==> src/rtl/boot_loader.sv <==
// Image loader: packs a code/data byte stream into word-wide memory writes,
// then releases the cores from halt one per cycle once both segments are in memory.
module boot_loader #(
    parameter int NUM_CORES = 1,
    parameter int ADDR_WIDTH = 21,
    parameter int WORD_BYTES = 8,
    parameter logic [ADDR_WIDTH-1:0] CODE_BASE = ADDR_WIDTH'(21'h000000),
    parameter logic [ADDR_WIDTH-1:0] DATA_BASE = ADDR_WIDTH'(21'h010000)
) (
    input  logic                    clk,
    input  logic                    reset,
    input  logic                    start,
    input  logic                    in_valid,
    output logic                    in_ready,
    input  logic [7:0]              in_data,
    input  logic                    in_seg,
    input  logic                    in_last,
    output logic                    mem_req_valid,
    input  logic                    mem_req_ready,
    output logic [ADDR_WIDTH-1:0]   mem_addr,
    output logic [8*WORD_BYTES-1:0] mem_wdata,
    output logic [WORD_BYTES-1:0]   mem_byte_en,
    output logic [NUM_CORES-1:0]    core_run,
    output logic                    done,
    output logic                    error,
    output logic [31:0]             byte_count
);
    localparam int LW = (WORD_BYTES > 1) ? $clog2(WORD_BYTES) : 1;

    typedef enum logic [2:0] {
        S_IDLE, S_FILL, S_WRITE, S_RELEASE, S_DONE, S_ERROR
    } state_t;

    // Handshakes: a byte moves on a cycle with in_valid && in_ready, a write
    // moves on a cycle with mem_req_valid && mem_req_ready; the payload of a
    // pending request stays frozen until it moves.
    state_t                  state, state_n;
    logic [LW-1:0]           lane_idx, lane_n;
    logic [ADDR_WIDTH-1:0]   ptr, ptr_n;
    logic                    seg, seg_n;
    logic                    seg_open, seg_open_n;
    logic                    seg_end, seg_end_n;
    logic [1:0]              loaded, loaded_n;
    logic [8*WORD_BYTES-1:0] wdata, wdata_n;
    logic [WORD_BYTES-1:0]   byte_en, byte_en_n;
    logic [31:0]             count, count_n;
    logic [NUM_CORES-1:0]    run, run_n;
    logic [ADDR_WIDTH:0]     ptr_sum;
    logic                    cur_seg;
    logic [ADDR_WIDTH-1:0]   cur_ptr;

    always_ff @(posedge clk) begin
        if (reset) begin
            state    <= S_IDLE;
            lane_idx <= '0;
            ptr      <= '0;
            seg      <= 1'b0;
            seg_open <= 1'b1;
            seg_end  <= 1'b0;
            loaded   <= '0;
            wdata    <= '0;
            byte_en  <= '0;
            count    <= '0;
            run      <= '0;
        end else begin
            state    <= state_n;
            lane_idx <= lane_n;
            ptr      <= ptr_n;
            seg      <= seg_n;
            seg_open <= seg_open_n;
            seg_end  <= seg_end_n;
            loaded   <= loaded_n;
            wdata    <= wdata_n;
            byte_en  <= byte_en_n;
            count    <= count_n;
            run      <= run_n;
        end
    end

    always_comb begin
        state_n    = state;
        lane_n     = lane_idx;
        ptr_n      = ptr;
        seg_n      = seg;
        seg_open_n = seg_open;
        seg_end_n  = seg_end;
        loaded_n   = loaded;
        wdata_n    = wdata;
        byte_en_n  = byte_en;
        count_n    = count;
        run_n      = run;
        // The extra top bit of the sum is the carry that flags address overflow.
        ptr_sum    = {1'b0, ptr} + (ADDR_WIDTH+1)'(WORD_BYTES);
        cur_seg    = seg_open ? in_seg : seg;
        cur_ptr    = seg_open ? (in_seg ? DATA_BASE : CODE_BASE) : ptr;

        case (state)
            S_IDLE: begin
                if (start) state_n = S_FILL;
            end
            S_FILL: begin
                if (in_valid) begin
                    if (loaded[cur_seg]) begin
                        state_n = S_ERROR;
                    end else begin
                        seg_n                      = cur_seg;
                        ptr_n                      = cur_ptr;
                        seg_open_n                 = 1'b0;
                        seg_end_n                  = in_last;
                        wdata_n[{lane_idx, 3'b000} +: 8] = in_data;
                        byte_en_n[lane_idx]        = 1'b1;
                        count_n                    = count + 32'd1;
                        if (lane_idx == LW'(WORD_BYTES-1) || in_last) state_n = S_WRITE;
                        else lane_n = lane_idx + 1'b1;
                    end
                end
            end
            S_WRITE: begin
                if (mem_req_ready) begin
                    lane_n    = '0;
                    wdata_n   = '0;
                    byte_en_n = '0;
                    if (ptr_sum[ADDR_WIDTH]) begin
                        state_n = S_ERROR;
                    end else begin
                        ptr_n   = ptr_sum[ADDR_WIDTH-1:0];
                        state_n = S_FILL;
                        if (seg_end) begin
                            loaded_n[seg] = 1'b1;
                            seg_open_n    = 1'b1;
                            seg_end_n     = 1'b0;
                            if (loaded_n == 2'b11) state_n = S_RELEASE;
                        end
                    end
                end
            end
            S_RELEASE: begin
                // Checking the registered top bit delays done by one cycle past all-ones.
                if (run[NUM_CORES-1]) state_n = S_DONE;
                else run_n = (run << 1) | NUM_CORES'(1);
            end
            S_ERROR: begin
                run_n = '0;
            end
            default: ;
        endcase
    end

    assign in_ready      = (state == S_FILL);
    assign mem_req_valid = (state == S_WRITE);
    assign done          = (state == S_DONE);
    assign error         = (state == S_ERROR);
    assign mem_addr      = ptr;
    assign mem_wdata     = wdata;
    assign mem_byte_en   = byte_en;
    assign core_run      = run;
    assign byte_count    = count;
endmodule
==> config.mk <==
export PLATFORM = sky130hd
export DESIGN_NAME = boot_loader
export DESIGN_NICKNAME = d
export VERILOG_FILES = /design/src/rtl/boot_loader.sv
export SDC_FILE = /design/constraint.sdc
export NUM_CORES = 1
export LEC_CHECK = 0
export ABC_AREA = 1
export CAP_MARGIN = 20
export CORE_AREA = 3 3 91 180
export CTS_CLUSTER_SIZE = 8
export DETAILED_ROUTE_END_ITERATION = 10
export DIE_AREA = 0 0 94 183
export PLACE_DENSITY_LB_ADDON = 0.15
export RECOVER_POWER = 25
export SLEW_MARGIN = 20
export SYNTH_ARGS = -nofsm -noshare
export SYNTH_HDL_FRONTEND = slang
export SYNTH_SLANG_ARGS = --single-unit
==> constraint.sdc <==
create_clock -name clk -period 4.48 [get_ports clk]
set_clock_uncertainty 0.2 [all_clocks]
set_input_delay 0.448 -clock clk [delete_from_list [all_inputs] [get_ports clk]]
set_output_delay 0.448 -clock clk [all_outputs]
set_load 0.01 [all_outputs]
# ---- Word-level counts from Yosys, hierarchy flattened
# Index checks and enable logic that the tools add are counted.
dict set report totals {
  regBits 137
  word_cells 108
  output_inout_bits 130
  input_bits 15
}
dict set report op_classes {
  muxes 50
  n_lt_le_gt_ge 5
  n_reduce_logical 15
  n_addsub 4
  n_bitwise 4
  eq_ne 17
  shifts 2
}
# cell count
set ops {}
lappend ops {{two-way mux 64 bit} 3}
lappend ops {{one-hot mux 64 bit (2 select lines)} 1}
lappend ops {{two-way mux 21 bit} 5}
lappend ops {{bitwise mux 64 bit} 1}
lappend ops {{variable shift 8 x 8 -> 64 bit (first input constant)} 1}
lappend ops {{indexed part select 8 x 8 -> 64 bit} 1}
lappend ops {{one-hot mux 21 bit (2 select lines)} 1}
lappend ops {{two-way mux 3 bit} 11}
lappend ops {{adder 32 x 1 -> 32 bit (second input constant)} 1}
lappend ops {{two-way mux 8 bit} 3}
lappend ops {{adder 21 x 4 -> 22 bit (second input constant)} 1}
lappend ops {{AND reduction 6 bit} 3}
lappend ops {{two-way mux 17 bit} 1}
lappend ops {{one-hot mux 8 bit (2 select lines)} 1}
lappend ops {{two-way mux 1 bit} 14}
lappend ops {{!= test 2 bit (second input constant)} 6}
lappend ops {{one-hot mux 3 bit (4 select lines)} 1}
lappend ops {{AND reduction 5 bit} 2}
lappend ops {{== test 3 bit (second input constant)} 3}
lappend ops {{negator 6 -> 8 bit} 1}
lappend ops {{bitwise OR 8 bit} 1}
lappend ops {{AND reduction 4 bit} 2}
lappend ops {{== test 3 x 2 -> 1 bit (second input constant)} 2}
lappend ops {{!= test 2 x 1 -> 1 bit (second input constant)} 3}
lappend ops {{other kinds (21)} 28}

# ---- Logic depth before layout (Yosys ltp)
dict set report depth {
  word_depth 11
  mapped_depth 12
  depth_no_buf 12
}

# ---- Worst setup path before layout
# OpenSTA, ideal clock, no wires.
dict set report synth_timing {
  path_type {register to register}
  startpoint {reg lane_idx[0]}
  endpoint {reg wdata[32], in the netlist mem_wdata[32]}
  period_less_slack_ns 2.527
  setup_ns 0.132
  setup_slack_ns 1.953
  path_stages_with_launch 12
  required_ns 4.148
  t_arrival_ns 2.194
  path_buffers 3
  cell_sequence {dfxtp_1 buf_4 inv_1 buf_1 ha_1 clkbuf_1 nor2_1 nand4_2 nand2_2 nand2_1 nand2_1 a21oi_1}
}
dict set report synth_between {
  elab_chain_len 6
  elab_cells_between_ends 7
  cone_classes {1 x add/sub; 2 x shift; 4 x mux}
}
# item line_no
set synth_rtl {}
lappend synth_rtl {{from (decl)} 38} ;# logic [LW-1:0] lane_idx, lane_n;
lappend synth_rtl {{from (signal assigned)} 67} ;# lane_idx <= lane_n;
lappend synth_rtl {{negator 6 -> 8 bit *} 110} ;# wdata_n[{lane_idx, 3'b000} +: 8] = in_data;
lappend synth_rtl {{indexed part select 8 x 8 -> 64 bit / variable shift 8 x 8 -> 64 bit (equally long branches)} 110}
lappend synth_rtl {{bitwise mux 64 bit *} 110}
lappend synth_rtl {{two-way mux 64 bit *} 103} ;# if (loaded[cur_seg]) begin
lappend synth_rtl {{two-way mux 64 bit *} 102} ;# if (in_valid) begin
lappend synth_rtl {{one-hot mux 64 bit (2 select lines) *} 97} ;# case (state)
lappend synth_rtl {{to (signal assigned)} 73} ;# wdata <= wdata_n;
lappend synth_rtl {{to (decl)} 44} ;# logic [8*WORD_BYTES-1:0] wdata, wdata_n;
# Mark *: on every way between the ends. The rest lies on a longest branch, timed or not. The select of a mux whose other input is x is not followed.
# A chain may end at the register's enable or synchronous reset.

# ---- Worst setup path after layout
dict set report layout_timing {
  startpoint {reg lane_idx[0]}
  endpoint {reg wdata[38], in the netlist mem_wdata[38]}
}
# The elaborated chain is that of the path after synthesis.

==> results.md <==
* Setup TNS at 0 ps
* Max Clock Freq at 335 MHz
* WHS at between 60 and 70 ps
* Gr usage total at roughly 26%
* Cts hold-fix bufs at 0
* Clock sinks at about 130
* CP Launch Point: lane_idx[0]$_SDFFE_PP0P_
* Final cell utilization of the core at 58.4%
* Total routed wirelength at ~22,000 um
* Clock share of power at a little over a third
* Worst Path Class, Setup: reg -> reg
* Switch Pwr at approximately 1.5 mW
* Residual DRC at 0
* # diodes at 0
* Worst slack at placement at 1490 ps
* Violated checks: max-capacitance violations, max-slew violations
* Die extent in x at approximately 94 um
* TritonCTS clock tree: yes
* Worst Setup End Kind: flop
* Final hold vios at 0
* Worst R2R Start: lane_idx[0]$_SDFFE_PP0P_
* Post-synthesis sequential area ratio at 39.4%
* Die Area at 17,200 sq um
* Worst Setup Slack, final at around 1500 ps
* Layout cell share with drive strength beyond 1 at under 10%
* Sequential power share at roughly a third
* Final worst-path cycle share at between 60% and 70%
* Die span in y at between 150 and 200 um
* Post_cts resized at 0
* Port bufs at around 140
* First drt pass iteration count at 5
* Ports at ~150
* First-pass GRT wire length at about 35,000 um
* Grt total ovfl at 0
* Worst vdd ir at about 310 uV
* Max Cap Viol at 1
* Final Non-Filler Cells at ~1,400
* Ys Warns at 0
* Post-CTS Setup Inserts at 0
* Initial antenna violation count at 0
* H-tree levels at 4
* CORE AREA at 15,200 sq um
* Post-synth EDFFs at 0
* Clock Root Buffer: clkbuf_16
* Final RePlAce weighted congestion at 0.985
* Max Slew Vio Count at between 90 and 100
* Most frequent cells in the layout: nand2_1, nor2_1, dfxtp_1
* Hold path startpoint: reset
* Clock latency on the worst-skew pair at between 400 and 500 ps
* Worst Path Required at 4490 ps
* Nets at ~1,200
* WL/cell at 15.7 um
* Area grow syn2layout at 30.6%
* Maximum clock path buffer count at 2
* Antenna Violating Nets Remaining at 0
* RSZ-0062 raised after global routing: no
* Synth Flop Type: dfxtp_1
* DP HPWL at between 15,000 and 20,000 um
* WP data arrival at 3000 ps
* Leakage power at 3.16 nW
* Pint at roughly 2.4 mW
* Synth cell types at 35
* Vias in the first global route at approximately 7,000
* Tmin final at between 2000 and 3000 ps
* Synth Instances at 1,031
* Worst-path fanout max at 17
* Vias per inst at 5.17
* Combinational share of power at approximately 30%
* Sw Ratio at between 30% and 40%
* Max-slew headroom at -36.2%
* Most common cell after layout, fill and taps aside: nand2_1
* Post-synthesis register bit count at 134
* Inst Count DP at ~1,300
* Pin count of the biggest net entering global routing at 98
* Starting Density at 44.7%
* Initial DRC Count at 224
* Clk slew on worst S/H paths at ~70 ps
* PwrDens at around 440 nW/um^2
* Post-synth ARST share at 0%
* Final setup viols at 0
* Outcome: complete, but fails checks
* Worst-Margin Slew at 2040 ps
* Mapped Area at between 6000 and 7000 sq um
* Vias at between 7,000 and 8,000
* Total CTS buffers at 17
* HP Class: in -> reg
* Mean Syn Cell Area at approximately 6.6 sq um
* Startpoint Class: flop
* # rows at 64
sequential cells by signal, indices dropped and copies added (netlist names):
register / flops
seg_open: 1
seg: 1
loaded: 2
seg_end: 1
mem_byte_en: 8
mem_wdata: 64
byte_count: 32
core_run: 1
lane_idx: 3
state: 3
mem_addr: 18
metal layers:
layer  wire (um)  up-vias  GRT usage (%)
li1            -     3584              -
met2       12600      210           52.1
met3         851       63           4.11
met4         977        0           12.7
met5           0        -              0
met1        7050     3220           23.6
power groups by stage:
stage / Combinational [mW] / Clock, mW / Sequential, mW
after CTS: 1.20 / 1.44 / 1.33
after floorplan: 0.904 / 0 / 1.34
after global placement: 1.18 / 0 / 1.35
after detailed placement: 1.19 / 0 / 1.35
final: 1.19 / 1.41 / 1.33
after global routing: 1.32 / 1.49 / 1.34
final cells by class:
class,count,area [sq um]
well taps,198,248
fillers,1552,6330
clock inverters,14,163
inverters,75,282
flip-flops and latches,134,2680
multi-input cells,787,3650
repair buffers,144,1430
clock buffers,17,425
synthesized netlist by cell type, drive strengths merged (2+ instances only):
cell    count  area, sq um
nor3b       2         15.0
dfxtp     134         2680
nor2      149          634
xor2       10         87.6
nand2     318         1220
nand3     100          531
nor3       22          110
o21ai      24          124
ha          9          113
buf        17          118
clkbuf     20         75.1
a21oi     125          626
nand4       9         62.6
xnor2       5         43.8
inv        74          278
nand3b      6         45.0
per-stage QoR:
step / total power, mW / area [sq um]
after floorplan: 2.25 / 6810
after global placement: 2.54 / 8300
after detailed placement: 2.55 / 8300
after CTS: 3.96 / 8880
after global routing: 4.15 / 8880
final: 3.93 / 8880
worst paths after layout:
path,endpoint,slack (ps),cells after the start
worst max-delay path,mem_wdata[38]$_SDFFE_PP0P_,1490,9
worst min-delay path,byte_count[15]$_SDFFE_PP0P_,70,2
worst max register to register,mem_wdata[38]$_SDFFE_PP0P_,1490,9
worst min register to register,mem_byte_en[6]$_SDFFE_PP0P_,250,2
cells by family after synthesis:
logic type / Yosys count / share of synthesized area, %
buffers and inverters: 112 / 6.97
xor gates and xnor gates: 15 / 1.93
adders and majority gates: 9 / 1.66
DFF: 134 / 39.4
AOI/OAI and AO/OA: 153 / 11.4
and+or+nand+nor: 607 / 38.5
other: 1 / 0.0551
critical path: stages (launching register included):
cell and delay, ps:
dfxtp_1 580, inv_1 350, ha_1 330, ha_1 180, clkinv_1 230, nand4_2 290, nand2_2 220, nand2_1 210
nand2_1 130, a21oi_1 60
Note: power is estimated with default switching activity, not from simulation.
